--- src/rtl/uart_fifo_pkg.sv ---
// Shared constants and helpers for the parametrised UART FIFO.
package uart_fifo_pkg;

  localparam int OVW_DROP   = 0;
  localparam int OVW_OLDEST = 1;

  function automatic int level_width(input int addr_bits);
    return addr_bits + 1;
  endfunction

  function automatic logic [15:0] sat_inc16(input logic [15:0] value);
    if (value == 16'hFFFF) begin
      return value;
    end else begin
      return value + 16'd1;
    end
  endfunction

endpackage

--- src/rtl/uart_fifo_mem.sv ---
// DEPTH x DATA_WIDTH storage: synchronous write port, asynchronous read port.
module uart_fifo_mem #(
  parameter int DATA_WIDTH = 8,
  parameter int ADDR_BITS  = 4
) (
  input  logic                  clock,
  input  logic                  we_i,
  input  logic [ADDR_BITS-1:0]  waddr_i,
  input  logic [DATA_WIDTH-1:0] wdata_i,
  input  logic [ADDR_BITS-1:0]  raddr_i,
  output logic [DATA_WIDTH-1:0] rdata_o
);

  localparam int DEPTH = 1 << ADDR_BITS;

  logic [DATA_WIDTH-1:0] mem_q [DEPTH];

  // Write port; contents are intentionally not reset.
  always_ff @(posedge clock) begin
    if (we_i) begin
      mem_q[waddr_i] <= wdata_i;
    end
  end

  assign rdata_o = mem_q[raddr_i];

endmodule

--- src/rtl/uart_fifo_ctrl.sv ---
// Show-ahead synchronous FIFO with thresholds, occupancy and overflow/underflow pulses.
// Define FIFO_STATS_EN to add drop_count and peak_level statistics outputs.
module uart_fifo_ctrl
  import uart_fifo_pkg::*;
#(
  parameter int DATA_WIDTH    = 8,
  parameter int ADDR_BITS     = 4,
  parameter int AFULL_THRESH  = 14,
  parameter int AEMPTY_THRESH = 2,
  parameter int OVERWRITE     = 1
) (
  input  logic                  clock,
  input  logic                  reset,
  input  logic                  write_flag,
  input  logic [DATA_WIDTH-1:0] data_in,
  input  logic                  read_next,
  output logic [DATA_WIDTH-1:0] data_out,
  output logic                  empty_flag,
  output logic                  full_flag,
  output logic                  almost_empty,
  output logic                  almost_full,
  output logic [ADDR_BITS:0]    level,
  output logic                  overflow,
  output logic                  underflow
`ifdef FIFO_STATS_EN
  ,
  output logic [15:0]           drop_count,
  output logic [ADDR_BITS:0]    peak_level
`endif
);

  localparam int LW = level_width(ADDR_BITS);
  localparam logic [LW-1:0] DEPTH_L = LW'(1 << ADDR_BITS);

  logic [ADDR_BITS-1:0] wr_ptr_q, wr_ptr_d;
  logic [ADDR_BITS-1:0] rd_ptr_q, rd_ptr_d;
  logic [LW-1:0]        level_q, level_d;
  logic                 overflow_q, overflow_d;
  logic                 underflow_q, underflow_d;
  logic                 do_write_s, do_pop_s, rd_ok_s, mem_we_s;

  assign empty_flag   = (level_q == LW'(0));
  assign full_flag    = (level_q == DEPTH_L);
  assign almost_empty = (level_q <= LW'(AEMPTY_THRESH));
  assign almost_full  = (level_q >= LW'(AFULL_THRESH));
  assign level        = level_q;
  assign overflow     = overflow_q;
  assign underflow    = underflow_q;

  // Decide store/pop per edge; overwrite-oldest turns a full write into store plus pop.
  always_comb begin
    rd_ok_s    = read_next && !empty_flag;
    do_write_s = 1'b0;
    do_pop_s   = rd_ok_s;
    if (write_flag) begin
      if (!full_flag || read_next) begin
        do_write_s = 1'b1;
      end else if (OVERWRITE == OVW_OLDEST) begin
        do_write_s = 1'b1;
        do_pop_s   = 1'b1;
      end else begin
        do_write_s = 1'b0;
      end
    end else begin
      do_write_s = 1'b0;
    end

    case ({do_write_s, do_pop_s})
      2'b10:   level_d = level_q + LW'(1);
      2'b01:   level_d = level_q - LW'(1);
      default: level_d = level_q;
    endcase

    if (do_write_s) begin
      wr_ptr_d = wr_ptr_q + ADDR_BITS'(1);
    end else begin
      wr_ptr_d = wr_ptr_q;
    end
    if (do_pop_s) begin
      rd_ptr_d = rd_ptr_q + ADDR_BITS'(1);
    end else begin
      rd_ptr_d = rd_ptr_q;
    end

    overflow_d  = write_flag && full_flag && !read_next;
    underflow_d = read_next && empty_flag;
  end

  // State registers with synchronous reset.
  always_ff @(posedge clock) begin
    if (reset) begin
      wr_ptr_q    <= ADDR_BITS'(0);
      rd_ptr_q    <= ADDR_BITS'(0);
      level_q     <= LW'(0);
      overflow_q  <= 1'b0;
      underflow_q <= 1'b0;
    end else begin
      wr_ptr_q    <= wr_ptr_d;
      rd_ptr_q    <= rd_ptr_d;
      level_q     <= level_d;
      overflow_q  <= overflow_d;
      underflow_q <= underflow_d;
    end
  end

  assign mem_we_s = do_write_s && !reset;

  uart_fifo_mem #(
    .DATA_WIDTH (DATA_WIDTH),
    .ADDR_BITS  (ADDR_BITS)
  ) u_mem (
    .clock   (clock),
    .we_i    (mem_we_s),
    .waddr_i (wr_ptr_q),
    .wdata_i (data_in),
    .raddr_i (rd_ptr_q),
    .rdata_o (data_out)
  );

`ifdef FIFO_STATS_EN
  logic [15:0]   drop_count_q, drop_count_d;
  logic [LW-1:0] peak_level_q, peak_level_d;

  // Saturating drop counter and high-water mark of occupancy.
  always_comb begin
    if (overflow_d) begin
      drop_count_d = sat_inc16(drop_count_q);
    end else begin
      drop_count_d = drop_count_q;
    end
    if (level_d > peak_level_q) begin
      peak_level_d = level_d;
    end else begin
      peak_level_d = peak_level_q;
    end
  end

  // Statistics registers.
  always_ff @(posedge clock) begin
    if (reset) begin
      drop_count_q <= 16'd0;
      peak_level_q <= LW'(0);
    end else begin
      drop_count_q <= drop_count_d;
      peak_level_q <= peak_level_d;
    end
  end

  assign drop_count = drop_count_q;
  assign peak_level = peak_level_q;
`endif

endmodule

--- config.mk ---
export PLATFORM = sky130hd
export DESIGN_NAME = uart_fifo_ctrl
export DESIGN_NICKNAME = d
export VERILOG_FILES = /design/src/rtl/uart_fifo_pkg.sv /design/src/rtl/uart_fifo_mem.sv /design/src/rtl/uart_fifo_ctrl.sv
export SDC_FILE = /design/constraint.sdc
export NUM_CORES = 1
export LEC_CHECK = 0
export ABC_AREA = 0
export CAP_MARGIN = 20
export CORE_MARGIN = 4
export CORE_UTILIZATION = 57
export CTS_CLUSTER_DIAMETER = 200
export DETAILED_ROUTE_END_ITERATION = 7
export GPL_ROUTABILITY_DRIVEN = 0
export GPL_TIMING_DRIVEN = 0
export PLACE_DENSITY = 0.87
export SLEW_MARGIN = 30
export SYNTH_ARGS = -nofsm -noshare
export SYNTH_HDL_FRONTEND = slang
export SYNTH_SLANG_ARGS = --single-unit
--- constraint.sdc ---
create_clock -name clock -period 6.98 [get_ports clock]
set_clock_uncertainty 0.1 [all_clocks]
set_input_delay 0.698 -clock clock [delete_from_list [all_inputs] [get_ports clock]]
set_output_delay 0.698 -clock clock [all_outputs]
set_load 0.05 [all_outputs]
==> results.yml, run 1 <==
logic_synthesis:
  synth_compound_area_share_pct: 3.19
  synth_seq_area_share_pct: 71.4
  syn_avg_cell_area_um2: 19.5
  synth_top_family_by_area: "multiplexers"
  synth_edf_count: 128
  yosysTopAreaCellShare_pct: 65.0
  syn_nets: 322
  yosys.area_share.simple_pct: 5.82
  synthAdderAreaFrac_pct: 1.48
  synth_flop_cell: "edfxtp_1"
  ys_ff_latch: 147
  ys_types: 47
  synth.area.mux_share_pct: 15.8
  netlist_top_cells_area: "edfxtp_1, mux4_2, dfxtp_1"
  ys_warn_count: 0
  synth-xor-area-share_pct: 0.592
  async_flop_share_pct: 0
  synth_cells: 303
  syn_area_mm2: 0.00592
  yosys.area.top_type: "edfxtp_1"
clock_tree:
  hold_buffers: 0
  postCtsSetupRepairBufs: 0
  cts_resized: 0
  cts-htree-levels: 4
  clockRootBuffer: "clkbuf_8"
  path_clk_slew_ps: 60
  clk_latency_ps: 520
  tritoncts: "yes"
  numCtsBuffers: 17
  clkSinkCount: 147
  clockBufferDepth: 2
route:
  viasPerCell: 6.25
  wl_per_cell_um: 25.6
  wl_um: 12700
  first_pass_iters: 5
  num_vias: 3099
  drc: 0
  antenna_left: 0
  drt_iter0_markers: 325
power:
  p_per_area_mw_per_mm2: 373
  p_switching_uw: 781
  clock_power_share_pct: 32.4
  swShare_pct: 30.3
  ir_drop_mv: 0.263
  pwr-share-comb_pct: 28.0
  seqPwrFrac_pct: 39.6
  power.internal_mw: 1.79
  p_leak_nw: 2.22
grt:
  grt.total_usage_pct: 23.9
  grt_max_degree: 17
  gr-total-overflow: 0
  grt_pass1_wl_um: 19600
  grt_pass1_vias: 3232
  antenna_found_initial: 0
cells_and_area:
  final_common_cell: "edfxtp_1"
  diodes: 0
  layout.cells.most_common_list: "edfxtp_1, mux4_2, clkdlybuf4s50_1"
  finalNonFillerCells: 496
  num-fill-cells: 594
  drive_gt1_share_pct: 22.3
  nets: 369
  area_growth_syn_to_layout_pct: 16.8
sta:
  period_share_pct: 57.5
  hold_viol_final: 0
  final_max_slew_viol_count: 0
  grt_setup_unrepaired: "no"
  max_freq_mhz: 249
  setup_tns_ps: 0
  final.min_clock_period_ps: 4010
  slew_headroom_pct: 41.9
  tightest_slew_ps: 871
  finalSetupViolations: 0
floorplan:
  io_pins: 31
  rows: 36
  design.die.area_mm2: 0.0121
  start_util_pct: 59.4
  die_x_um: 110
  fp.coreArea_mm2: 0.00995
  die_h_um: 110
worst_setup_path:
  worstPathMaxFanout: 10
  crit_buf_inv: 2
  startpoint_type: "flip-flop"
  cp.arrival_ps: 3220
  worstSetupPathType: "flip-flop to output port"
  worst_path_most_repeated_cell: "mux4_2"
  critPathCaptureType: "output port"
  cpLargestDelayFamily: "buffers and inverters"
  cp.required_ps: 6180
  cp_cell_sequence: "buf_1, mux4_2, mux4_2, clkdlybuf4s50_1"
  cp_slowest_cell: "clkdlybuf4s50_1"
  critPathMaxStageDelay_ps: 730
hold_path:
  hp-class: "flip-flop to flip-flop"
placed_design:
  dp_hpwl_um: 7500
  dpl.cell_count: 464
  portBuffers: 28
job:
  cap_viol_max_count: 0
outcome:
  status: "finished clean"
-- area by class of cell --
cell class	instances	area, um^2	area share (%)
Inverter	5	18.8	0.272
Clock buffer	28	529	7.66
Buffer	14	81.3	1.18
Sequential cell	147	4220	61.1
Multi-Input combinational cell	137	1590	23.0
Tap cell	133	166	2.41
Clock inverter	4	17.5	0.254
Timing Repair Buffer	28	280	4.06
-- registers in the layout (all words and copies together) (netlist names), named ones only --
register / cells
underflow: 1
wr_ptr_q: 4
rd_ptr_q: 4
overflow: 1
u_mem.mem_q: 128
level: 5
-- routing by layer --
layer	track usage, %	routed length [um]	vias to the layer above
met4	8.01	252	0
met5	0	0	-
met1	30.9	4970	1588
met3	6.81	848	22
li1	-	-	1326
met2	39.1	6640	163
-- worst register-to-register path, delay by kind of cell, from the launching register on --
| kind | cells | cell delay, ps |
|---|---|---|
| xor+xnor | 1 | 120 |
| flops | 1 | 560 |
| fa+ha+maj | 1 | 240 |
| compound gates | 4 | 900 |
| simple gates | 2 | 540 |
-- kinds of logic after synthesis --
group           count (synthesis)
simple gates                   57
buf+inv                        19
mux                            43
fa+ha+maj                       7
xor+xnor                        4
compound gates                 26
flops                         147
-- through the flow --
| stage | cell area [um^2] | hold slack [ps] | worst slack [ps] | utilization, % | power (mW) |
|---|---|---|---|---|---|
| 2_1_floorplan | 5920 | 353 | 3040 | - | 1.55 |
| 3_3_place_gp | 6360 | 376 | 3570 | 63.9 | 1.74 |
| 3_5_place_dp | 6360 | 393 | 3510 | 63.9 | 1.76 |
| 4_1_cts | 6910 | 405 | 2890 | 69.4 | 2.59 |
| 5_1_grt | 6910 | 436 | 2810 | 69.4 | 2.67 |
| 6_report | 6910 | 417 | 2970 | 69.4 | 2.57 |
-- path summary, 6_finish.rpt --
| kind | startpoint | endpoint | slack (ps) | depth (start not counted) |
|---|---|---|---|---|
| setup / recovery | flip-flop | data_out[3] | 2970 | 4 |
| hold / removal | rd_ptr_q[3] | flip-flop | 420 | 2 |
| setup reg to reg | level[0] | level[4] | 4420 | 8 |
| hold reg to reg | rd_ptr_q[3] | flip-flop | 420 | 2 |
-- synthesized netlist by cell type, types with 3 or more instances --
| library cell | instances |
|---|---|
| nor3_1 | 5 |
| o21ai_0 | 4 |
| inv_1 | 5 |
| xor2_1 | 3 |
| a21oi_1 | 8 |
| nand2_1 | 4 |
| mux4_2 | 40 |
| dfxtp_1 | 19 |
| ha_1 | 7 |
| edfxtp_1 | 128 |
| nor3b_1 | 3 |
| buf_4 | 3 |
| buf_1 | 5 |
| nor2_1 | 9 |
| and2_1 | 16 |
| nor2b_1 | 3 |
-- power groups by stage --
stage                     logic [mW]  registers (mW)  clock network [mW]
final                          0.721            1.02               0.833
after global placement         0.701            1.03                   0
after global routing           0.769            1.03               0.880
after detailed placement       0.719            1.04                   0
after floorplan                0.479            1.08                   0
after CTS                      0.728            1.02               0.840
Note: power is estimated with default switching activity, not from simulation.
==> run 2: changes to the inputs <==
clock period = 3.8 ns   (was 6.98 ns; I/O delays follow)
==> run 2 against run 1 <==
First-iteration DRC count fell by 0.31%. Hold slack worse by 260 ps. Power is 84% higher. Setup slack worse by 2800 ps. Sequential share of layout area about the same. Sequential power increased by 83%. Largest power group unchanged. Die area unchanged. Final cell count unchanged. Critical path depth unchanged. Critical endpoint unchanged. Non-clock buffer count unchanged. Critical path type unchanged.
==> results.yml, run 2 (synthesis results as in run 1) <==
clock_tree:
  clockBufferDepth: 2
  tritoncts: "yes"
  cts-htree-levels: 4
  postCtsSetupRepairBufs: 0
  numCtsBuffers: 17
  hold_buffers: 0
  clockRootBuffer: "clkbuf_8"
  clkSinkCount: 147
  clk_latency_ps: 520
  cts_resized: 0
  path_clk_slew_ps: 60
outcome:
  status: "finished clean"
route:
  wl_per_cell_um: 25.7
  antenna_left: 0
  drt_iter0_markers: 324
  viasPerCell: 6.21
  wl_um: 12800
  drc: 0
  first_pass_iters: 5
  num_vias: 3079
cells_and_area:
  area_growth_syn_to_layout_pct: 16.8
  post-route-util_pct: 69.4
  stdcell_area_mm2: 0.00691
  layout.cells.most_common_list: "edfxtp_1, mux4_2, clkdlybuf4s50_1"
  diodes: 0
  final_common_cell: "edfxtp_1"
  drive_gt1_share_pct: 22.9
  largest_reg_flops: 128
  largest-register: "u_mem.mem_q"
  num-fill-cells: 593
  nets: 369
worst_setup_path:
  r2r_slack_ps: 1250
  rr_startpoint: "level[0]"
  cp.arrival_ps: 3180
  endpoint: "data_out[3]"
  critPathCaptureType: "output port"
  cp.required_ps: 3320
  reg2reg_to: "level[4]"
  worstPathMaxFanout: 10
  startpoint_type: "flip-flop"
  worstSetupPathType: "flip-flop to output port"
  r2r_cells: 8
floorplan:
  die_x_um: 110
  die_h_um: 110
  io_pins: 31
  start_util_pct: 59.4
  rows: 36
  design.die.area_mm2: 0.0121
  fp.coreArea_mm2: 0.00995
grt:
  grt.met2_usage_pct: 39.1
  grtUsageMet3_pct: 6.81
  gr-total-overflow: 0
  antenna_found_initial: 0
  grt.total_usage_pct: 23.9
  busiest_layer: "met2"
  met1_usage_pct: 30.9
  grt_max_degree: 17
  grt_pass1_wl_um: 19600
  grt_pass1_vias: 3232
placed_design:
  portBuffers: 28
  place_area_mm2: 0.00636
  dp_hpwl_um: 7500
  dp_slack_ps: 650
sta:
  final_max_slew_viol_count: 0
  grt_setup_unrepaired: "no"
  hold_viol_final: 0
  final.min_clock_period_ps: 3660
  tightest_slew_ps: 847
  max_freq_mhz: 274
  finalSetupViolations: 0
  worst_slack_ps: 145
  period_share_pct: 96.2
  setup_tns_ps: 0
  slew_headroom_pct: 43.5
hold_path:
  hp-class: "input pin to flip-flop"
  hold-path-cell-count: 3
power:
  p_leak_nw: 2.23
  ir_drop_mv: 0.482
  p_per_area_mw_per_mm2: 684
job:
  cap_viol_max_count: 0
run 2: changes by cell type in the layout (fill, tap and decap cells not counted), sizes merged:
cell,change
clkbuf,+2
buf,-2
run 2: routing by layer:
metal | wire length, um | up-vias
li1 | - | 1324
met1 | 4900 | 1570
met2 | 6660 | 162
met3 | 945 | 23
met4 | 257 | 0
met5 | 0 | -
run 2: worst min path at each step:
| stage | end | slack, ps | startpoint |
|---|---|---|---|
| global route | overflow | 150 | write_flag |
| finish | overflow | 160 | write_flag |
| CTS | overflow | 140 | write_flag |
| floorplan | flip-flop | 350 | rd_ptr_q[3] |
| detailed placement | flip-flop | 390 | rd_ptr_q[3] |
| global placement | rd_ptr_q[3] | 380 | rd_ptr_q[3] |
run 2: through the flow:
stage,hold slack (ps),power [mW],instances
floorplan,353,2.86,303
global placement,376,3.19,464
detailed placement,393,3.22,464
CTS,136,4.76,496
global route,152,4.91,496
finish,160,4.73,496
run 2: critical path, stage by stage (launching register included):
cell and delay (ps):
dfxtp_1 430, buf_1 550, mux4_2 450, mux4_2 490
clkdlybuf4s50_1 730
run 2: cell type report:
type	count	area [um^2]	share of cell area, %
Sequential cell	147	4220	61.1
Clock buffer	28	529	7.66
Buffer	14	83.8	1.21
Tap cell	133	166	2.41
Timing Repair Buffer	28	280	4.06
Inverter	5	18.8	0.272
Multi-Input combinational cell	137	1590	23.0
Clock inverter	4	17.5	0.253
run 2: where the power goes:
part           total (mW)  internal (mW)  switching (mW)
clock network        1.53          0.932           0.596
logic                1.32          0.553           0.771
registers            1.87           1.81          0.0654
==> run 3: changes to the inputs <==
CORE_UTILIZATION = 31   (was 57)
PLACE_DENSITY = 0.58   (was 0.87)
==> run 3 against run 2 <==
Power up 2.0%. Setup slack better by 47 ps. Die area up 77%. Routed wire length down 4.0%. Sequential share of layout area down 1.3 points. Design area up 2.1%.
==> results.yml, run 3 (synthesis results as in run 1) <==
floorplan:
  start_util_pct: 31.5
  fp.coreArea_mm2: 0.0188
  rows: 50
  die_x_um: 146
  die_h_um: 146
  design.die.area_mm2: 0.0214
  io_pins: 31
worst_setup_path:
  r2r_slack_ps: 1170
  crit_buf_inv: 2
  cp_slowest_cell: "clkdlybuf4s50_1"
  critPathMaxStageDelay_ps: 730
  r2r_cells: 8
  worst_path_most_repeated_cell: "mux4_2"
  critPathCaptureType: "output port"
  startpoint_type: "flip-flop"
  worstSetupPathType: "flip-flop to output port"
  cp.required_ps: 3320
  cp_cell_sequence: "buf_1, mux4_2, mux4_2, clkdlybuf4s50_1"
  rr_startpoint: "level[0]"
  cp.arrival_ps: 3130
  reg2reg_to: "level[4]"
  worstPathMaxFanout: 10
  cpLargestDelayFamily: "buffers and inverters"
placed_design:
  portBuffers: 28
  place_area_mm2: 0.00649
  dp_hpwl_um: 8010
route:
  drc: 0
  drt_iter0_markers: 178
  wl_um: 12300
  viasPerCell: 4.96
  num_vias: 2960
  antenna_left: 0
  wl_per_cell_um: 20.5
  first_pass_iters: 4
sta:
  setup_tns_ps: 0
  finalSetupViolations: 0
  final_max_slew_viol_count: 0
  max_freq_mhz: 277
  slew_headroom_pct: 49.6
  grt_setup_unrepaired: "no"
  tightest_slew_ps: 757
  hold_viol_final: 0
  period_share_pct: 95.0
  final.min_clock_period_ps: 3610
hold_path:
  holdPathEnd: "wr_ptr_q[0]"
  min_from: "write_flag"
  hp-class: "input pin to flip-flop"
  hold-path-cell-count: 3
clock_tree:
  clockRootBuffer: "clkbuf_16"
  clk_latency_ps: 410
  clockBufferDepth: 2
  postCtsSetupRepairBufs: 0
  cts-htree-levels: 4
  tritoncts: "yes"
  hold_buffers: 0
  clkSinkCount: 147
  path_clk_slew_ps: 50
  numCtsBuffers: 17
  cts_resized: 0
outcome:
  status: "finished clean"
cells_and_area:
  layout.cells.most_common_list: "edfxtp_1, mux4_2, clkdlybuf4s50_1"
  diodes: 0
  area_growth_syn_to_layout_pct: 19.3
  stdcell_area_mm2: 0.00706
  final_common_cell: "edfxtp_1"
  nets: 369
  drive_gt1_share_pct: 23.7
  largest-register: "u_mem.mem_q"
  num-fill-cells: 1729
  largest_reg_flops: 128
grt:
  grt_pass1_wl_um: 19000
  antenna_found_initial: 0
  grt_pass1_vias: 3094
  gr-total-overflow: 0
  grt_max_degree: 17
  grt.total_usage_pct: 12.1
job:
  cap_viol_max_count: 0
power:
  p_leak_nw: 2.23
  swShare_pct: 30.9
  seqPwrFrac_pct: 38.9
  p_switching_mw: 1.49
  power.internal_mw: 3.33
  p_per_area_mw_per_mm2: 683
  clock_power_share_pct: 33.3
  ir_drop_mv: 0.606
  pwr-share-comb_pct: 27.7
==> run 3: cell types whose count changed in the layout (fill, tap and decap cells not counted) <==
cell	delta
clkbuf_1	-4
clkinv_4	+3
buf_1	+2
bufinv_16	+2
clkbuf_16	-2
clkbuf_2	-2
clkbuf_8	-2
clkinvlp_4	+2
inv_6	+2
clkinv_1	-1
==> run 3: layout make-up <==
type	count	area [um^2]	share of cell area (%)
Timing Repair Buffer	28	280	3.97
Sequential cell	147	4220	59.8
Clock inverter	12	133	1.88
Inverter	5	18.8	0.266
Buffer	14	81.3	1.15
Clock buffer	20	437	6.19
Tap cell	234	293	4.15
Multi-Input combinational cell	137	1590	22.5
==> run 3: power by group through the flow <==
| stage | combinational (mW) | clock [mW] | sequential (mW) |
|---|---|---|---|
| 6_report | 1.34 | 1.61 | 1.88 |
| 3_5_place_dp | 1.36 | 0 | 1.91 |
| 2_1_floorplan | 0.879 | 0 | 1.98 |
| 5_1_grt | 1.43 | 1.71 | 1.89 |
| 3_3_place_gp | 1.34 | 0 | 1.91 |
| 4_1_cts | 1.36 | 1.64 | 1.88 |
==> run 3: worst min-delay path: cells and delay by family <==
kind | cells | cell delay [ps]
buffers and inverters | 1 | 200
AND/OR/NAND/NOR | 1 | 70
XOR/XNOR | 1 | 100
==> run 3: how the worst max path moves through the flow <==
stage / start / end / cells past startpoint
after floorplan: level[2] / almost_empty / 2
after global placement: flip-flop / data_out[1] / 4
after detailed placement: flip-flop / data_out[1] / 4
after CTS: flip-flop / data_out[1] / 4
after global routing: flip-flop / data_out[1] / 4
final: flip-flop / data_out[1] / 4
==> run 3: stage by stage <==
stage | setup WS [ps] | hold WS (ps) | cells | util, % | power, mW
finish | 192 | 284 | 597 | 37.6 | 4.82
global route | 74.3 | 297 | 597 | 37.6 | 5.03
CTS | 121 | 268 | 597 | 37.6 | 4.88
detailed placement | 567 | 388 | 565 | 34.6 | 3.27
global placement | 584 | 373 | 565 | 34.6 | 3.25
floorplan | 177 | 353 | 303 | - | 2.86
==> run 3: metal layers <==
metal	global-route usage [%]	part of all wire (%)	vias up
li1	-	-	1331
met1	16.9	47	1555
met2	18.6	48	61
met3	3.13	3.3	13
met4	3.81	1.3	0
met5	0	0	-
==> RTL change, RTL diff (flow settings as in run 1) <==
Put one more register stage on the output `level`, with the module's reset. The value now appears one clock later. The other outputs are not delayed to match.
--- a/src/rtl/uart_fifo_ctrl.sv
+++ b/src/rtl/uart_fifo_ctrl.sv
@@ -44,5 +44,11 @@
   assign almost_empty = (level_q <= LW'(AEMPTY_THRESH));
   assign almost_full  = (level_q >= LW'(AFULL_THRESH));
-  assign level        = level_q;
+  always_ff @(posedge clock) begin
+    if (reset) begin
+      level <= '0;
+    end else begin
+      level <= level_q;
+    end
+  end
   assign overflow     = overflow_q;
   assign underflow    = underflow_q;
Formal check against the unedited RTL: not equivalent (a bounded check fails within 4 cycles, from zero or initial values and one cycle with reset high).
==> RTL change against run 1 <==
Sequential cell count increased by 5; via count decreased by 0.84%; setup slack improved by 20 ps; count of clock-buffer cells in the layout decreased by 11; routed wire length decreased by 5.6%; critical endpoint is now data_out[0]; power increased by 1.9%; design area increased by 2.8%; area after synthesis increased by 2.4%; fmax increased by 0.49%.
==> RTL change: results (changes against run 1) <==
Status -> complete, no violations
Top cells by count, synth -> 128 x edfxtp_1, 33 x mux4_2, 24 x dfxtp_1, 20 x nor2_1, 16 x and2_1
Routing usage on met3 -> 5.57% (-1.2 points)
Netlist cell types -> 39 (-17%)
Met2 Wirelength -> 6430 microns (-3.2%)
Worst-path clk slew -> 70 ps
Worst R2R Start -> level_q[2]
Port Buffers -> 29 (+3.6%)
Met1 Use GR -> 25.9% (-5.0 points)
Capturing point of the worst reg2reg path -> level_q[4]
Pre-antenna DRT Iters -> 4 (-1)
Dpl hpwl -> 7630 microns (+1.8%)
Sequential element share of the synthesized area -> 71.4% (about the same)
CP max stage cell -> clkdlybuf4s50_1
Place WS -> 3580 ps (+71.3 ps)
Max VDD drop -> 251 uV (-4.3%)
Crit share post-route -> 57.2% (-0.28 points)
Hold Path Origin -> rd_ptr_q[3]
Synth top area cells -> edfxtp_1 63%, mux4_2 12%, dfxtp_1 7.9%, mux4_1 3.0%, and2_1 1.7%
DR vias -> 3073 (-0.84%)
Critical Path AT -> 3200 ps (-20 ps)
Total track usage -> 21.0% (-2.8 points)
Uppermost layer routed -> met4
H-tree levels -> 4 (unchanged)
Yosys warning count -> 0 (unchanged)
Clock Power -> 0.895 mW (+7.4%)
Lkg Pwr -> 2.33 nW (+4.7%)
Cts bufs inserted -> 17 (unchanged)
P_int -> 1.83 mW (+1.8%)
1st-iter DRT viols -> 266 (-18%)
Sequential power -> 1.05 mW
Worst reg2reg setup slack -> 4380 ps (-40 ps)
Diodes inserted -> 0 (unchanged)
Met2 Resource Use GR -> 35.9% (-3.2 points)
Cell Area, Placed -> 0.00652 sq mm (+2.5%)
CP Max Fanout -> 10 (unchanged)
Layout cells sized above 1 -> 20.3% (-2.0 points)
Hold Crit Class -> reg2reg
Worst setup endpoint -> data_out[0]
Initial antenna violation count -> 0 (unchanged)
Routed wire length -> 12000 microns (-5.6%)
R2r worst-path depth -> 10 (+2)
First-pass GRT wire length -> 19100 microns (-2.4%)
Syn_nets -> 337 (+4.7%)
Critical path class -> reg2out
Met3 wire len -> 565 microns (-33%)
Metal-1 WL -> 4670 microns (-6.0%)
Hold Path Cell Cnt -> 2 (unchanged)
Vias in the first global route -> 3356 (+3.8%)
Worst-skew pair later-pin latency -> 530 ps
Largest stage delay, worst path -> 720 ps
Max_slew headroom -> 51.7% (+9.7 points)
Postcts setup bufs -> 0 (unchanged)
Most used DFF post-synth -> edfxtp_1
EDFF count, synth -> 128 (unchanged)
Layout Nets -> 385 (+4.3%)
RTL change: changes by cell type after synthesis, moves of 4 or more:
cell	change
a21oi_1	-4
dfxtp_1	+5
mux4_2	-7
nor2_1	+11
mux4_1	+7
xnor2_1	+5
nand2_1	+6
RTL change: stage by stage:
stage	cells	hold slack, ps	util [%]	power [mW]
CTS	515	426	68.8	2.63
global route	515	459	68.8	2.72
global placement	483	408	63.1	1.72
floorplan	318	385	-	1.56
detailed placement	483	430	63.1	1.75
finish	515	439	68.8	2.62
RTL change: cell type report:
cell class / count / area, sq um
fillers: 636 / 3220
multi-input cells: 143 / 1610
plain buffers: 16 / 100
repair buffers: 29 / 290
well taps: 136 / 170
clock buffers: 17 / 414
inverters: 7 / 26.3
flip-flops and latches: 152 / 4320
clock inverters: 15 / 168
RTL change: cell families after synthesis:
group                      synth area share (%)
buffers and inverters                      2.09
DFF                                        71.4
AOI/OAI and AO/OA                          1.74
muxes                                      15.8
adders and majority gates                  1.45
and+or+nand+nor                            6.11
xor gates and xnor gates                   1.45
